**config.mk**
```make
export PLATFORM = sky130hd
export DESIGN_NAME = mem_arbiter
export DESIGN_NICKNAME = d
export VERILOG_FILES = /design/src/rtl/mem_arb_pkg.sv /design/src/rtl/mem_arb_pick.sv /design/src/rtl/mem_arbiter.sv
export SDC_FILE = /design/constraint.sdc
export NUM_CORES = 1
export LEC_CHECK = 0
export CAP_MARGIN = 20
export CELL_PAD_IN_SITES_DETAIL_PLACEMENT = 0
export CELL_PAD_IN_SITES_GLOBAL_PLACEMENT = 2
export CORE_MARGIN = 1
export CORE_UTILIZATION = 28
export DETAILED_ROUTE_END_ITERATION = 7
export PLACE_DENSITY_LB_ADDON = 0.3
export SYNTH_ARGS = -nofsm -noshare
export SYNTH_HDL_FRONTEND = slang
export SYNTH_SLANG_ARGS = --single-unit
```
**constraint.sdc**
```tcl
create_clock -name clk_i -period 5.1 [get_ports clk_i]
set_clock_uncertainty 0.15 [all_clocks]
set_input_delay 0.51 -clock clk_i [delete_from_list [all_inputs] [get_ports clk_i]]
set_output_delay 0.51 -clock clk_i [all_outputs]
set_load 0.05 [all_outputs]
```
**src/rtl/mem_arb_pkg.sv**
```systemverilog
// Shared types and default widths for the instruction/data memory arbiter.
//   arb_state_e : arbiter FSM state (IDLE, IF_BUSY, DM_BUSY)
//   *_DEF       : default parameter values used by mem_arbiter
package mem_arb_pkg;

    localparam int DATA_W_DEF     = 32;
    localparam int ADDR_W_DEF     = 32;
    localparam int STARVE_MAX_DEF = 4;

    typedef enum logic [1:0] {
        IDLE    = 2'd0,
        IF_BUSY = 2'd1,
        DM_BUSY = 2'd2
    } arb_state_e;

endpackage

```
**src/rtl/mem_arb_pick.sv**
```systemverilog
// Priority decision between the fetch and data requesters.
// Data wins a conflict unless fetch has already lost STARVE_MAX times in a row.
//   clk_i, rst_ni   : clock, async active-low reset
//   decide_i        : arbiter is idle and started; a decision is taken this edge
//   if_req_i        : fetch request
//   dm_req_i        : data request
//   pick_if_o       : fetch would be granted (combinational)
//   pick_dm_o       : data would be granted (combinational)
module mem_arb_pick
    import mem_arb_pkg::*;
#(
    parameter int STARVE_MAX = STARVE_MAX_DEF
) (
    input  logic clk_i,
    input  logic rst_ni,
    input  logic decide_i,
    input  logic if_req_i,
    input  logic dm_req_i,
    output logic pick_if_o,
    output logic pick_dm_o
);

    localparam int CW = (STARVE_MAX < 1) ? 1 : $clog2(STARVE_MAX + 1);

    logic [CW-1:0] starve_cnt_q, starve_cnt_d;
    logic          starved;

    assign starved = (starve_cnt_q == CW'(STARVE_MAX));

    always_comb begin
        pick_if_o    = if_req_i && (!dm_req_i || starved);
        pick_dm_o    = dm_req_i && !pick_if_o;
        starve_cnt_d = starve_cnt_q;
        if (decide_i) begin
            if (pick_if_o) begin
                starve_cnt_d = '0;
            end else if (pick_dm_o && if_req_i && !starved) begin
                // fetch lost a conflict; pick_dm with if_req implies not yet saturated
                starve_cnt_d = starve_cnt_q + CW'(1);
            end
        end
    end

    always_ff @(posedge clk_i or negedge rst_ni) begin
        if (!rst_ni) starve_cnt_q <= '0;
        else         starve_cnt_q <= starve_cnt_d;
    end

endmodule

```
**src/rtl/mem_arbiter.sv**
```systemverilog
// Arbitrates an instruction-fetch port and a data load/store port onto one
// single-port memory, one outstanding transaction at a time.
//   clk_i, rst_ni                       : clock, async active-low reset
//   start_i                             : sticky enable; no grants until seen high
//   if_req_i, if_addr_i                 : fetch request
//   if_gnt_o, if_rdata_o, if_rvalid_o   : fetch grant pulse and response
//   dm_req_i, dm_we_i, dm_addr_i,
//   dm_wdata_i                          : data request
//   dm_gnt_o, dm_rdata_o, dm_rvalid_o   : data grant pulse and completion
//   mem_req_o, mem_we_o, mem_addr_o,
//   mem_wdata_o                         : memory request, held until mem_ack_i
//   mem_ack_i, mem_rdata_i              : memory completion and read data
//   busy_o                              : a transaction is outstanding
module mem_arbiter
    import mem_arb_pkg::*;
#(
    parameter int DATA_WIDTH = DATA_W_DEF,
    parameter int ADDR_WIDTH = ADDR_W_DEF,
    parameter int STARVE_MAX = STARVE_MAX_DEF
) (
    input  logic                  clk_i,
    input  logic                  rst_ni,
    input  logic                  start_i,
    input  logic                  if_req_i,
    input  logic [ADDR_WIDTH-1:0] if_addr_i,
    output logic                  if_gnt_o,
    output logic [DATA_WIDTH-1:0] if_rdata_o,
    output logic                  if_rvalid_o,
    input  logic                  dm_req_i,
    input  logic                  dm_we_i,
    input  logic [ADDR_WIDTH-1:0] dm_addr_i,
    input  logic [DATA_WIDTH-1:0] dm_wdata_i,
    output logic                  dm_gnt_o,
    output logic [DATA_WIDTH-1:0] dm_rdata_o,
    output logic                  dm_rvalid_o,
    output logic                  mem_req_o,
    output logic                  mem_we_o,
    output logic [ADDR_WIDTH-1:0] mem_addr_o,
    output logic [DATA_WIDTH-1:0] mem_wdata_o,
    input  logic                  mem_ack_i,
    input  logic [DATA_WIDTH-1:0] mem_rdata_i,
    output logic                  busy_o
);

    arb_state_e            state_q, state_d;
    logic                  started_q, started_d;
    logic                  if_gnt_q, if_gnt_d, dm_gnt_q, dm_gnt_d;
    logic                  if_rvalid_q, if_rvalid_d, dm_rvalid_q, dm_rvalid_d;
    logic                  we_q, we_d;
    logic [ADDR_WIDTH-1:0] addr_q, addr_d;
    logic [DATA_WIDTH-1:0] wdata_q, wdata_d;
    logic [DATA_WIDTH-1:0] if_rdata_q, if_rdata_d, dm_rdata_q, dm_rdata_d;
    logic                  decide, pick_if, pick_dm;

    assign decide = (state_q == IDLE) && started_q;

    mem_arb_pick #(.STARVE_MAX(STARVE_MAX)) u_pick (
        .clk_i     (clk_i),
        .rst_ni    (rst_ni),
        .decide_i  (decide),
        .if_req_i  (if_req_i),
        .dm_req_i  (dm_req_i),
        .pick_if_o (pick_if),
        .pick_dm_o (pick_dm)
    );

    always_comb begin
        state_d     = state_q;
        started_d   = started_q | start_i;
        if_gnt_d    = 1'b0;
        dm_gnt_d    = 1'b0;
        if_rvalid_d = 1'b0;
        dm_rvalid_d = 1'b0;
        we_d        = we_q;
        addr_d      = addr_q;
        wdata_d     = wdata_q;
        if_rdata_d  = if_rdata_q;
        dm_rdata_d  = dm_rdata_q;
        case (state_q)
            IDLE: begin
                // requesters hold addr stable until gnt, so capturing at the
                // deciding edge gives the same value as the grant cycle
                if (decide && pick_dm) begin
                    state_d  = DM_BUSY;
                    dm_gnt_d = 1'b1;
                    addr_d   = dm_addr_i;
                    we_d     = dm_we_i;
                    wdata_d  = dm_wdata_i;
                end else if (decide && pick_if) begin
                    state_d  = IF_BUSY;
                    if_gnt_d = 1'b1;
                    addr_d   = if_addr_i;
                    we_d     = 1'b0;
                end
            end
            IF_BUSY: begin
                if (mem_ack_i) begin
                    state_d     = IDLE;
                    if_rdata_d  = mem_rdata_i;
                    if_rvalid_d = 1'b1;
                end
            end
            DM_BUSY: begin
                if (mem_ack_i) begin
                    state_d     = IDLE;
                    dm_rdata_d  = mem_rdata_i;
                    dm_rvalid_d = 1'b1;
                end
            end
            default: state_d = IDLE;
        endcase
    end

    always_ff @(posedge clk_i or negedge rst_ni) begin
        if (!rst_ni) begin
            state_q     <= IDLE;
            started_q   <= 1'b0;
            if_gnt_q    <= 1'b0;
            dm_gnt_q    <= 1'b0;
            if_rvalid_q <= 1'b0;
            dm_rvalid_q <= 1'b0;
            we_q        <= 1'b0;
            addr_q      <= '0;
            wdata_q     <= '0;
            if_rdata_q  <= '0;
            dm_rdata_q  <= '0;
        end else begin
            state_q     <= state_d;
            started_q   <= started_d;
            if_gnt_q    <= if_gnt_d;
            dm_gnt_q    <= dm_gnt_d;
            if_rvalid_q <= if_rvalid_d;
            dm_rvalid_q <= dm_rvalid_d;
            we_q        <= we_d;
            addr_q      <= addr_d;
            wdata_q     <= wdata_d;
            if_rdata_q  <= if_rdata_d;
            dm_rdata_q  <= dm_rdata_d;
        end
    end

    assign busy_o      = (state_q != IDLE);
    assign mem_req_o   = busy_o;
    assign mem_we_o    = we_q;
    assign mem_addr_o  = addr_q;
    assign mem_wdata_o = wdata_q;
    assign if_gnt_o    = if_gnt_q;
    assign dm_gnt_o    = dm_gnt_q;
    assign if_rvalid_o = if_rvalid_q;
    assign dm_rvalid_o = dm_rvalid_q;
    assign if_rdata_o  = if_rdata_q;
    assign dm_rdata_o  = dm_rdata_q;

endmodule

```
==> run summary <==
The fraction of power spent switching nets is 0.460, and the number of setup violations in the final report is 0. The cell at the root of the clock tree is sky130_fd_sc_hd__clkbuf_16. The number of clock sinks seen by CTS was 139; the normalized max-slew margin was 0.391. The number of antenna diodes in the final layout is 0.

Setup repair after global routing left no endpoint under its margin. The floorplan has 50 rows. The hold violation count in the final report was 0; the leakage power of the design was 0.00376 uW.

Yosys printed 0 warnings. The share of total power in combinational logic is 0.574. The critical path startpoint category was a flip-flop. Using the TritonRoute via totals, the vias-per-cell ratio works out to 4.41.

Max-cap violations in this run came to 0. The worst voltage drop across the vdd grid is 0.379 mV. The most frequently used cell type in the post-synthesis netlist is sky130_fd_sc_hd__dfrtp_1. Internal power comes to 3910 uW. The logs give 0.636 for the sequential fraction of the synthesis area and 3,973 for the via count.

Counting instances in the post-synthesis netlist gives the leading cell types as 139 x sky130_fd_sc_hd__dfrtp_1, 97 x sky130_fd_sc_hd__mux2_2, 32 x sky130_fd_sc_hd__a221o_1, 32 x sky130_fd_sc_hd__and2_1, 11 x sky130_fd_sc_hd__buf_2. The worst setup path is of the reg -> out kind. The number of nets in the synthesized netlist is 496. After clock tree synthesis, the flow added hold-fix buffers numbering 0. In this run, synthesis produced a sequential element count of 139. At the pin with the least slew margin, the transition time is 0.914 ns.

Measured along the y axis, the die boundary spans 142 um. The worst setup slack after layout was 2.33 ns; the average instance area after synthesis was 15.4 um2. The die covers 20,100 um2. The layout-stage area growth over the synthesis result is 63.7%, and the number of ports placed on the die boundary is 270.

The area share of the largest cell type after synthesis came out at 0.636. The clock power share was 0.161; the area of the core region was 18,900 um2. The net count of the finished layout is 770. In the routed design, unresolved DRC markers number 0.

Prior to clock tree synthesis, the placed netlist has a worst setup slack of 2.12 ns. Clock-pin slew was measured on the worst setup and hold paths at 0.06 ns. For the global route total overflow, the log shows 0. The core utilization of the finished layout came out at 0.474.

Number of distinct library cell variants in the gate-level netlist after synthesis: 27. Clock latency on the worst-skew pair, taken at its later pin, is 0.41 ns. The run gives 15.1 mm as the total wire length. The number of buffers between clock root and the deepest sink is 2. The logs give 4,247 for the number of global-route vias before repair and 356 for the cell count after synthesis.

The count of H-tree levels built during CTS is 4. Share of layout cells above drive strength 1: 0.209. The first global-routing pass estimated 23.6 mm of wire. The worst min-delay path category was in -> async. Summed over all nets, the switching power comes to 3320 uW. The number of enable-type register cells in the synthesized netlist is 0, and the biggest fanout along the worst timing path is 4. In this run, post-CTS repair resized a total of 0 instances.

The run gives 0 as the number of antenna violations at the first check in global routing. Routed wirelength normalized by instance count: 16.8 um. The post-synthesis async set-or-reset flop share came out at 1.00.

The overall power is 7230 uW. Buffers placed on the I/O ports in this run total 269. The fraction of the cycle the final worst path needs works out to 0.543. Based on the critical path, the design can be clocked at up to 361 MHz. TritonCTS built the clock tree. TritonCTS created 17 clock buffers. The logs give 0 ns for the final sum of negative setup slack and 0 for the post-CTS setup buffer count. The initial core utilization came out at 0.289.

The die width is 142 um. In this run, the number of DRC markers left after iteration 0 of detailed routing was 109. All-layer global routing usage: 0.155. By area the synthesized netlist is led by sky130_fd_sc_hd__dfrtp_1 64%, sky130_fd_sc_hd__mux2_2 20%, sky130_fd_sc_hd__a221o_1 5.9%. In the synthesized netlist the dominant register cell turns out to be sky130_fd_sc_hd__dfrtp_1. The endpoint kind of the worst setup timing path was a primary output.

The data arrival time of the worst path is 2.11 ns, and the number of iterations in the first detailed-routing pass is 4. The mapped cell area was 5470 um2; the power density of the placed cells was 808 nW/um2. For the final number of max-transition violations, the log shows 0. For the finished layout, the period the worst path requires is 2.77 ns.

Detailed placement finished with a half-perimeter wire length of 10.7 mm. The depth of the worst register-to-register path is 7. The run gives 0.264 as the register share of total power. Entering global routing, the biggest net connects 99 pins. sky130_fd_sc_hd__dfrtp_1 takes more of the synthesized area than any other cell. Final weighted congestion of routability-driven global placement: 0.725.

The tightest hold path in the finished design has a slack of 0.0348 ns. The final antenna-violating net count is 0. The run finished with clean final reports. The run gives 4.44 ns as the worst path required time.
## flip-flops by register name, summed over array words and instances, names as in the netlist
| name | count |
|---|---|
| dm_gnt_o | 1 |
| dm_rdata_o | 32 |
| dm_rvalid_o | 1 |
| if_gnt_o | 1 |
| if_rdata_o | 32 |
| if_rvalid_o | 1 |
| mem_addr_o | 32 |
| mem_wdata_o | 32 |
| mem_we_o | 1 |
| started_q | 1 |
| state_q | 2 |
| u_pick.starve_cnt_q | 3 |
## cell usage in the layout (no fill, tap or decap), types with 2 or more instances in the layout
cell type	count
sky130_fd_sc_hd__nand2_1	3
sky130_fd_sc_hd__clkinvlp_4	3
sky130_fd_sc_hd__a221o_1	32
sky130_fd_sc_hd__and2_1	32
sky130_fd_sc_hd__o211ai_1	2
sky130_fd_sc_hd__clkbuf_1	3
sky130_fd_sc_hd__dfrtp_1	139
sky130_fd_sc_hd__ha_1	5
sky130_fd_sc_hd__clkdlybuf4s50_1	268
sky130_fd_sc_hd__clkinv_2	3
sky130_fd_sc_hd__mux2_2	97
sky130_fd_sc_hd__bufinv_16	2
sky130_fd_sc_hd__inv_1	7
sky130_fd_sc_hd__nor2b_1	2
sky130_fd_sc_hd__a22o_1	3
sky130_fd_sc_hd__clkbuf_16	17
sky130_fd_sc_hd__nand3_1	2
sky130_fd_sc_hd__buf_4	6
## kinds of logic (layout without fill, tap and decap cells)
kind of cell    Yosys count  after routing  share of synthesized area
compound gates           43             43                     0.0753
fa+ha+maj                 5              5                     0.0114
flops                   139            139                      0.636
mux                      97             97                      0.200
buf+inv                  28            312                     0.0293
simple gates             44             44                     0.0478
## layout make-up
cell class	count	area, um2
Multi-Input combinational cell	189	1830
Clock inverter	8	97.6
Fill cell	1736	9940
Clock buffer	21	450
Sequential cell	139	3480
Inverter	8	30.0
Tap cell	260	325
Timing Repair Buffer	275	2740
## power by group through the flow
stage / logic (uW) / registers, uW / clock network (uW)
6_report: 4150 / 1910 / 1170
5_1_grt: 4320 / 1980 / 1250
4_1_cts: 4200 / 1920 / 1210
3_5_place_dp: 4180 / 1920 / 0
3_3_place_gp: 4150 / 1910 / 0
2_1_floorplan: 913 / 3760 / 0
## metal layers
| metal | wire length [um] | track usage | part of all wire |
|---|---|---|---|
| met5 | 0 | 0 | 0 |
| met4 | 224 | 0.0504 | 0.015 |
| met3 | 1060 | 0.0533 | 0.070 |
| met2 | 7870 | 0.270 | 0.52 |
| met1 | 5990 | 0.178 | 0.40 |
## worst max-delay path: stages, from the launching register on
cell	delay, ns
sky130_fd_sc_hd__dfrtp_1	0.36
sky130_fd_sc_hd__inv_1	0.09
sky130_fd_sc_hd__ha_1	0.23
sky130_fd_sc_hd__inv_1	0.14
sky130_fd_sc_hd__clkdlybuf4s50_1	0.87
## worst paths after layout
path	from	to	slack, ns
max reg2reg	u_pick.starve_cnt_q[0]	mem_wdata_o[23]	2.54
min in group clk_i	dm_rdata_o[28]	dm_rdata_o[28]	0.35
min	rst_ni	if_rdata_o[20]	0.03
max in group asynchronous	rst_ni	mem_wdata_o[23]	3.59
max	state_q[1]	mem_req_o	2.33
min reg2reg	dm_rdata_o[28]	dm_rdata_o[28]	0.35
## stage by stage
| stage | std cells | instance area (um2) |
|---|---|---|
| floorplan | 356 | 5470 |
| global placement | 871 | 8400 |
| detailed placement | 871 | 8400 |
| CTS | 900 | 8950 |
| global route | 900 | 8950 |
| finish | 900 | 8950 |
No activity file was read; power rests on OpenSTA's default activity.
